==> config.mk <==
export PLATFORM = sky130hd
export DESIGN_NAME = piezo_tone_detector
export DESIGN_NICKNAME = d
export VERILOG_FILES = /design/src/rtl/piezo_tone_detector_pkg.sv /design/src/rtl/piezo_tone_detector_edge_sync3.sv /design/src/rtl/piezo_tone_detector.sv
export SDC_FILE = /design/constraint.sdc
export NUM_CORES = 1
export LEC_CHECK = 0
export CAP_MARGIN = 20
export CORE_MARGIN = 3
export CORE_UTILIZATION = 32
export DETAILED_ROUTE_END_ITERATION = 10
export PLACE_DENSITY = 0.51
export SKIP_CTS_REPAIR_TIMING = 1
export SLEW_MARGIN = 20
export SYNTH_ARGS = -nofsm -noshare
export SYNTH_HDL_FRONTEND = slang
export SYNTH_SLANG_ARGS = --single-unit
==> constraint.sdc <==
create_clock -name clk -period 3.9 [get_ports clk]
set_input_delay 0.78 -clock clk [delete_from_list [all_inputs] [get_ports clk]]
set_output_delay 0.78 -clock clk [all_outputs]
set_load 0.01 [all_outputs]
==> src/rtl/piezo_tone_detector_pkg.sv <==
// Shared encodings and tone constants for the piezo audio path (the sound unit
// uses the same half-period counts as its toggle periods).
package piezo_tone_detector_pkg;

    localparam logic [1:0] CLASS_SILENT = 2'd0;
    localparam logic [1:0] CLASS_HORN   = 2'd1;
    localparam logic [1:0] CLASS_CLICK  = 2'd2;
    localparam logic [1:0] CLASS_NOISE  = 2'd3;

    typedef enum logic [1:0] {
        ST_SILENT  = 2'd0,
        ST_ARMED   = 2'd1,
        ST_MEASURE = 2'd2
    } state_t;

    localparam int HORN_HALF_CYC  = 62501;
    localparam int CLICK_HALF_CYC = 25001;
    localparam int CNT_W          = 23;

    // Inclusive |hp - nom| <= tol, done on 24 bits so the difference never wraps.
    function automatic logic in_window(input logic [CNT_W-1:0] hp,
                                       input logic [CNT_W:0]   nom,
                                       input logic [CNT_W:0]   tol);
        logic [CNT_W:0] hp_ext;
        logic [CNT_W:0] diff;
        hp_ext = {1'b0, hp};
        diff   = (hp_ext >= nom) ? (hp_ext - nom) : (nom - hp_ext);
        return (diff <= tol);
    endfunction

endpackage

==> src/rtl/piezo_tone_detector_edge_sync3.sv <==
// Two-flop synchronizer plus delay flop; pulses for one cycle on either
// transition of the asynchronous input.
module edge_sync3 (
    input  logic clk,
    input  logic rst,
    input  logic async_i,
    output logic edge_o
);

    logic [2:0] sync_q;

    always_ff @(posedge clk or posedge rst) begin
        if (rst) begin
            sync_q <= 3'b000;
        end else begin
            sync_q <= {sync_q[1:0], async_i};
        end
    end

    assign edge_o = sync_q[1] ^ sync_q[2];

endmodule

==> src/rtl/piezo_tone_detector.sv <==
// Half-period meter and tone classifier for a square-wave piezo line:
// SILENT / HORN / CLICK / NOISE with run-length locking and silence timeout.
module piezo_tone_detector
    import piezo_tone_detector_pkg::*;
#(
    parameter int HORN_HALF   = HORN_HALF_CYC,
    parameter int CLICK_HALF  = CLICK_HALF_CYC,
    parameter int TOL         = 1024,
    parameter int STABLE_N    = 4,
    parameter int SILENCE_CYC = 4194304
) (
    input  logic             clk,
    input  logic             rst,
    input  logic             audio_in,
    output logic [1:0]       tone_class,
    output logic             class_change,
    output logic [CNT_W-1:0] half_period,
    output logic             hp_valid,
    output logic             locked
);

    localparam logic [CNT_W:0]   HORN_W   = (CNT_W+1)'(HORN_HALF);
    localparam logic [CNT_W:0]   CLICK_W  = (CNT_W+1)'(CLICK_HALF);
    localparam logic [CNT_W:0]   TOL_W    = (CNT_W+1)'(TOL);
    localparam logic [CNT_W-1:0] SIL_W    = CNT_W'(SILENCE_CYC);
    localparam logic [2:0]       STABLE_W = 3'(STABLE_N);

    logic             edge_w;
    state_t           state_q;
    logic [CNT_W-1:0] cnt_q;
    logic [2:0]       run_q;
    logic [1:0]       prev_bin_q;
    logic [1:0]       tone_class_q;
    logic             class_change_q;
    logic [CNT_W-1:0] half_period_q;
    logic             hp_valid_q;
    logic             locked_q;

    logic [1:0]       hp_bin_d;
    logic [2:0]       run_d;
    logic [1:0]       class_d;
    logic             timeout_d;

    edge_sync3 u_sync (
        .clk     (clk),
        .rst     (rst),
        .async_i (audio_in),
        .edge_o  (edge_w)
    );

    // Bin the current count; only meaningful in cycles where an edge closes it.
    always_comb begin
        hp_bin_d = CLASS_NOISE;
        if (in_window(cnt_q, HORN_W, TOL_W)) begin
            hp_bin_d = CLASS_HORN;
        end else if (in_window(cnt_q, CLICK_W, TOL_W)) begin
            hp_bin_d = CLASS_CLICK;
        end

        run_d = 3'd1;
        if (hp_bin_d == prev_bin_q) begin
            run_d = (run_q >= STABLE_W) ? run_q : run_q + 3'd1;
        end

        timeout_d = (state_q != ST_SILENT) && !edge_w && (cnt_q == SIL_W);

        class_d = tone_class_q;
        if (state_q != ST_SILENT && edge_w) begin
            if (run_d == STABLE_W) begin
                class_d = hp_bin_d;
            end
        end else if (timeout_d) begin
            class_d = CLASS_SILENT;
        end
    end

    always_ff @(posedge clk or posedge rst) begin
        if (rst) begin
            state_q        <= ST_SILENT;
            cnt_q          <= '0;
            run_q          <= 3'd0;
            prev_bin_q     <= 2'd0;
            tone_class_q   <= CLASS_SILENT;
            class_change_q <= 1'b0;
            half_period_q  <= '0;
            hp_valid_q     <= 1'b0;
            locked_q       <= 1'b0;
        end else begin
            hp_valid_q <= 1'b0;
            case (state_q)
                ST_SILENT: begin
                    // Start edge only: arms the counter, nothing is recorded.
                    cnt_q <= '0;
                    if (edge_w) begin
                        cnt_q   <= CNT_W'(1);
                        state_q <= ST_ARMED;
                    end
                end
                default: begin
                    if (edge_w) begin
                        cnt_q         <= CNT_W'(1);
                        half_period_q <= cnt_q;
                        hp_valid_q    <= 1'b1;
                        prev_bin_q    <= hp_bin_d;
                        run_q         <= run_d;
                        state_q       <= ST_MEASURE;
                    end else if (timeout_d) begin
                        cnt_q      <= '0;
                        run_q      <= 3'd0;
                        prev_bin_q <= 2'd0;
                        state_q    <= ST_SILENT;
                    end else if (cnt_q != '1) begin
                        cnt_q <= cnt_q + CNT_W'(1);
                    end
                end
            endcase
            tone_class_q   <= class_d;
            class_change_q <= (class_d != tone_class_q);
            locked_q       <= (class_d != CLASS_SILENT);
        end
    end

    assign tone_class   = tone_class_q;
    assign class_change = class_change_q;
    assign half_period  = half_period_q;
    assign hp_valid     = hp_valid_q;
    assign locked       = locked_q;

endmodule
-- Yosys cells after proc, flatten, opt, wreduce, memory -nomap -nowiden
Index checks and enable logic that the tools add are counted.
- bits in registers: 61
- latch bits: 0
- memory bits (writable): 0
- bits in read-only memories: 0
- output and inout bits: 28
- memories: 0
- add/subtract/negate cells: 6
- multiply operators: 0
- divide/modulo/power cells: 0
- $lt $le $gt $ge: 5
- eq/ne operators: 6
- shift-type cells: 0
- mux-type cells: 23
- bitwise operators: 2
- reduce and logical (&&, ||, !) cells: 12
- operators with widths (cell ; count):
    $mux W23 ; 4
    $le A24 B11 Y1 const B ; 2
    $mux W24 ; 2
    $sub A15 B23 Y24 const A ; 1
    $sub A16 B23 Y24 const A ; 1
    $sub A23 B15 Y24 const B ; 1
    $sub A23 B16 Y24 const B ; 1
    $add A23 B1 Y23 const B ; 1
    $eq A23 B23 Y1 const B ; 1
    $ge A23 B15 Y1 const B ; 1
    $ge A23 B16 Y1 const B ; 1
    $ne A23 B23 Y1 const B ; 1
    $mux W2 ; 9
    $mux W3 ; 4
    $reduce_and A2 Y1 ; 3
    $reduce_bool A2 Y1 ; 3
    $mux W1 ; 4
    $reduce_bool A4 Y1 ; 1
    $add A3 B1 Y3 const B ; 1
    $eq A3 B3 Y1 const B ; 1
    $ge A3 B3 Y1 const B ; 1
    $logic_and A1 B1 Y1 ; 3
    $eq A2 B2 Y1 ; 1
    $logic_not A2 Y1 ; 1
    other kinds (5) ; 5

-- Logic depth before layout (Yosys ltp)
- word-level depth: 11
- gate-level depth with buffers: 14

-- By module
Synthesis repeated with hierarchy kept, for this count alone.
- cells, all modules: 575
- area, all modules: 4544.4 um^2
- by module, submodules not included (module ; times used ; cells an instance ; area an instance (um^2) ; seq. area each (um^2)):
    piezo_tone_detector ; 1 ; 570 ; 4456.8 ; 1451.4
    edge_sync3 ; 1 ; 5 ; 87.6 ; 75.1

-- Least setup slack after synthesis
OpenSTA, ideal clock, no wires.
- path type: register to register
- from: register cnt_q[9]
- to: register class_change_q (netlist: class_change)
- setup time: 0.124 ns
- data arrival time: 3.411 ns
- data required time: 3.776 ns
- path slack: 0.365 ns
- cell stages (with the launch flop): 11
- buffers on the path: 0
- clock period less this slack: 3.535 ns
- path through: dfrtp_1 -> or4_4 -> a21o_4 -> nor3b_4 -> nand2_4 -> or4_1 -> a211oi_2 -> nand4b_2 -> a211oi_2 -> o41ai_1 -> a211o_1
- longest elaborated chain between the ends: 11
- RTL lines (element ; line ; source):
    start, declared ; piezo_tone_detector.sv:30 ; logic [CNT_W-1:0] cnt_q;
    start signal, assigned ; piezo_tone_detector.sv:113 ; cnt_q <= cnt_q + CNT_W'(1);
    $sub A15 B23 Y24, or another cell as far along ; piezo_tone_detector_pkg.sv:27 ; diff = (hp_ext >= nom) ? (hp_ext - nom) : (nom - hp_ext);
    $mux W24 ; piezo_tone_detector_pkg.sv:27 ;
    $le A24 B11 Y1 ; piezo_tone_detector_pkg.sv:28 ; return (diff <= tol);
    $mux W1 ; piezo_tone_detector.sv:56 ; end else if (in_window(cnt_q, CLICK_W, TOL_W)) begin
    $mux W2 ; piezo_tone_detector.sv:54 ; if (in_window(cnt_q, HORN_W, TOL_W)) begin
    $eq A2 B2 Y1 ; piezo_tone_detector.sv:61 ; if (hp_bin_d == prev_bin_q) begin
    $mux W3 ; piezo_tone_detector.sv:61 ;
    $eq A3 B3 Y1 ; piezo_tone_detector.sv:69 ; if (run_d == STABLE_W) begin
    $mux W2 ; piezo_tone_detector.sv:69 ;
    $mux W2 * ; piezo_tone_detector.sv:68 ; if (state_q != ST_SILENT && edge_w) begin
    $ne A2 B2 Y1 * ; piezo_tone_detector.sv:118 ; class_change_q <= (class_d != tone_class_q);
    end signal, assigned ; piezo_tone_detector.sv:118 ;
    end, declared ; piezo_tone_detector.sv:34 ; logic class_change_q;
Every way passes the cells marked *; elsewhere a longest branch is shown, timed or not.
A chain may end at the register's enable or synchronous reset.

-- Final worst setup path
Same ends and word-level chain as after synthesis.

==> reports/qor.csv <==
metric;value;unit
worstHoldStart;u_sync.sync_q[0]$_DFF_PP0_;
worst_pin_slew;0.834;ns
hold_viol;0;
rr_worst_depth;11;
core_area;0.0142;sq mm
wl;16800;um
clock_latency;0.34;ns
num_rows;43;
hold_class;flip-flop to flip-flop;
dr.pass1.iters;5;
r2r-end;class_change$_DFF_PP0_;
criticalPathCategory;flip-flop to flip-flop;
grt_pass1_wl;26900;um
power_switching;0.000604;W
seq_power_share;37.0;%
path_cells;or4_4 -> a21o_4 -> nor3b_4 -> mux2i_1 -> xnor2_1 -> o2111ai_1 -> o41a_1 -> nor3_2 -> a211oi_4 -> o41ai_1 -> a211o_1;
swShare;30.8;%
nFillCells;1430;
vdd_drop_max;0.217;mV
ant_nets;0;
p_clk_share;41.4;%
start_util;33.6;%
grt_max_degree;44;
period_minus_slack;3.73;ns
synth_nets;616;
placement.io_buffers;30;
timing.rr.start;cnt_q[9]$_DFFE_PP0P_;
p_per_area;324;mW/mm^2
antenna_found_initial;0;
max_freq;0.268;GHz
die_area;0.0164;sq mm
cp.required;4.18;ns
max_stage_delay;0.60;ns
via_per_inst;5.93;
synth_area_leader_cell;dfrtp_1;
synth_top_flop_cell;dfrtp_1;
avgSynthCellArea;7.93;sq um
ys_ff_latch;61;
power.leakage;2.58;nW
relSlewSlack;44.3;%
placedCellCount;841;
grt_use_total;21.1;%
pre_cts_ws;0.136;ns
cts_tree;yes;
synth_most_common_cell;nand2_1;
place.gp.congestion;0.926;
drt-wirelength-per-cell;19.6;um
crit_path_max_fanout;6;
fin_cells;858;
hold_depth;0;
r2r_setup_slack;0.17;ns
fin_ws;0.170;ns
setup_viol;0;
arrival;4.01;ns
ys_top_cells_by_area;dfrtp_1 32%, nand2_1 6.2%, nor2_1 4.3%;
endpoint_kind;flip-flop;
clock-root-buffer;clkbuf_16;
intPower;0.00136;W
ios;31;
synth_top_area_share;32.0;%
cp_slowest_cell;or4_4;
cap_violations;0;
syn_to_final_growth;26.7;%
grt-ovfl-total;0;
combPwrFrac;21.5;%
rsz0062_at_grt;no;
grt_pass1_vias;4830;
setup.worst_path.start_class;flip-flop;
cts.sinks;61;
seq_area_frac_synth;32.0;%
synth_edf_count;0;
drv_slew;0;
dp_hpwl;12700;um
async_reset_ff_share;100;%
status;completed;
clock_skew;0.00725;ns
clock_path_buffers;2;
antenna_cells;0;
finalSetupTns;0;ns
netlist_area;0.00477;sq mm
yosys.cell_types.count;75;
cts_buffers;9;
die_w;128;um
drtIter0Drc;397;
fp.dieH;128;um
path_clk_slew;0.06;ns
syn_inst;601;
drive_gt1_share;16.8;%
holdPathEnd;u_sync.sync_q[1]$_DFF_PP0_;
nets;688;
ys_warn_count;0;
vias;5086;
drc;0;
cts_max_level;3;
min_period_over_period;95.7;%
synth_commonest_cells;79 x nand2_1, 61 x dfrtp_1, 55 x nor2_1;
## sequential cells by signal, summed over array words and instances, names as in the netlist, 2 cells and up
name           flops
half_period       23
u_sync.sync_q      3
tone_class         2
cnt_q             23
run_q              3
state_q            2
prev_bin_q         2
## per-stage QoR
step / utilization (%) / area (sq um) / total power (W) / hold slack (ns)
global placement: 40.0 / 5680 / 0.00115 / 0.334
detailed placement: 40.0 / 5680 / 0.00115 / 0.337
global route: 42.5 / 6040 / 0.00206 / 0.368
CTS: 42.1 / 5980 / 0.00198 / 0.351
finish: 42.5 / 6040 / 0.00196 / 0.350
floorplan: - / 4770 / 0.000979 / 0.331
## power by group through the flow
stage / registers, W / logic (W) / clock network [W]
after floorplan: 0.000737 / 0.000242 / 0
after global placement: 0.000734 / 0.000412 / 0
after detailed placement: 0.000735 / 0.000414 / 0
after CTS: 0.000724 / 0.000417 / 0.000838
after global routing: 0.000734 / 0.000467 / 0.000861
final: 0.000726 / 0.000422 / 0.000813
## critical path, delay by kind of cell, from the launching register on
family	cells	cell delay, ns
multiplexers	1	0.27
flip-flops	1	0.38
AND/OR/NAND/NOR	3	1.23
AO/OA/AOI/OAI	6	1.60
XOR/XNOR	1	0.17
## worst max path at each step
| stage | startpoint | endpoint | slack, ns | depth (start not counted) |
|---|---|---|---|---|
| after global routing | cnt_q[9]$_DFFE_PP0P_ | run_q[0]$_DFFE_PP0P_ | 0.02 | 13 |
| after CTS | cnt_q[9]$_DFFE_PP0P_ | run_q[2]$_DFFE_PP0P_ | 0.11 | 11 |
| after floorplan | cnt_q[9]$_DFFE_PP0P_ | class_change$_DFF_PP0_ | 0.37 | 10 |
| after detailed placement | cnt_q[9]$_DFFE_PP0P_ | run_q[2]$_DFFE_PP0P_ | 0.14 | 11 |
| final | cnt_q[9]$_DFFE_PP0P_ | class_change$_DFF_PP0_ | 0.17 | 11 |
| after global placement | cnt_q[9]$_DFFE_PP0P_ | run_q[2]$_DFFE_PP0P_ | 0.13 | 11 |
## area by class of cell
| class | count | area, sq um | area share (%) |
|---|---|---|---|
| Tap cell | 180 | 225 | 3.73 |
| Multi-Input combinational cell | 479 | 3070 | 50.8 |
| Timing Repair Buffer | 100 | 838 | 13.9 |
| Clock inverter | 7 | 73.8 | 1.22 |
| Clock buffer | 9 | 225 | 3.73 |
| Sequential cell | 61 | 1530 | 25.3 |
| Inverter | 22 | 82.6 | 1.37 |
## layout by cell type, fill, tap and decap left out, types with 4 or more instances in the layout
master           netlist  layout
a21oi_1               24      23
nand4b_1               4       4
buf_4                  0      69
o211ai_1              11      11
clkdlybuf4s50_1        0      30
nand2b_1              10      10
and4_1                 4       4
ha_1                  12      12
o41ai_1                4       4
nand2_1               79      79
a211o_1                4       4
a21o_1                 8       8
o22ai_1                8       8
nor4_1                11      10
o31ai_1                6       6
and2_1                 5       5
xor2_1                 8       8
clkbuf_16              0       9
mux2i_1               10      10
nor2_1                55      55
dfrtp_1               61      60
and3_1                 8       8
or3_1                 11      11
inv_1                 19      17
o2111ai_1              4       4
nand4_1                8       8
a31oi_1                5       5
nor3_1                18      17
xnor2_1               23      23
a22oi_1                4       4
nand3_1               26      25
o21ai_0               38      38
a211oi_1               7       7
## cells by family after synthesis
family,count (synthesis),share of synthesized area [%]
compound gates,163,23.9
xor+xnor,31,5.69
fa+ha+maj,12,3.15
buf+inv,61,4.91
flops,61,32.0
mux,11,2.34
simple gates,262,28.0
## metal layers
| metal | routed length, um | part of all wire [%] | GRT usage, % |
|---|---|---|---|
| met5 | 0 | 0 | 0 |
| met4 | 750 | 4.5 | 10.5 |
| met3 | 1010 | 6.0 | 4.13 |
| met2 | 7540 | 45 | 31.2 |
| met1 | 7550 | 45 | 29.3 |
Power figures use the tool's default switching activity.
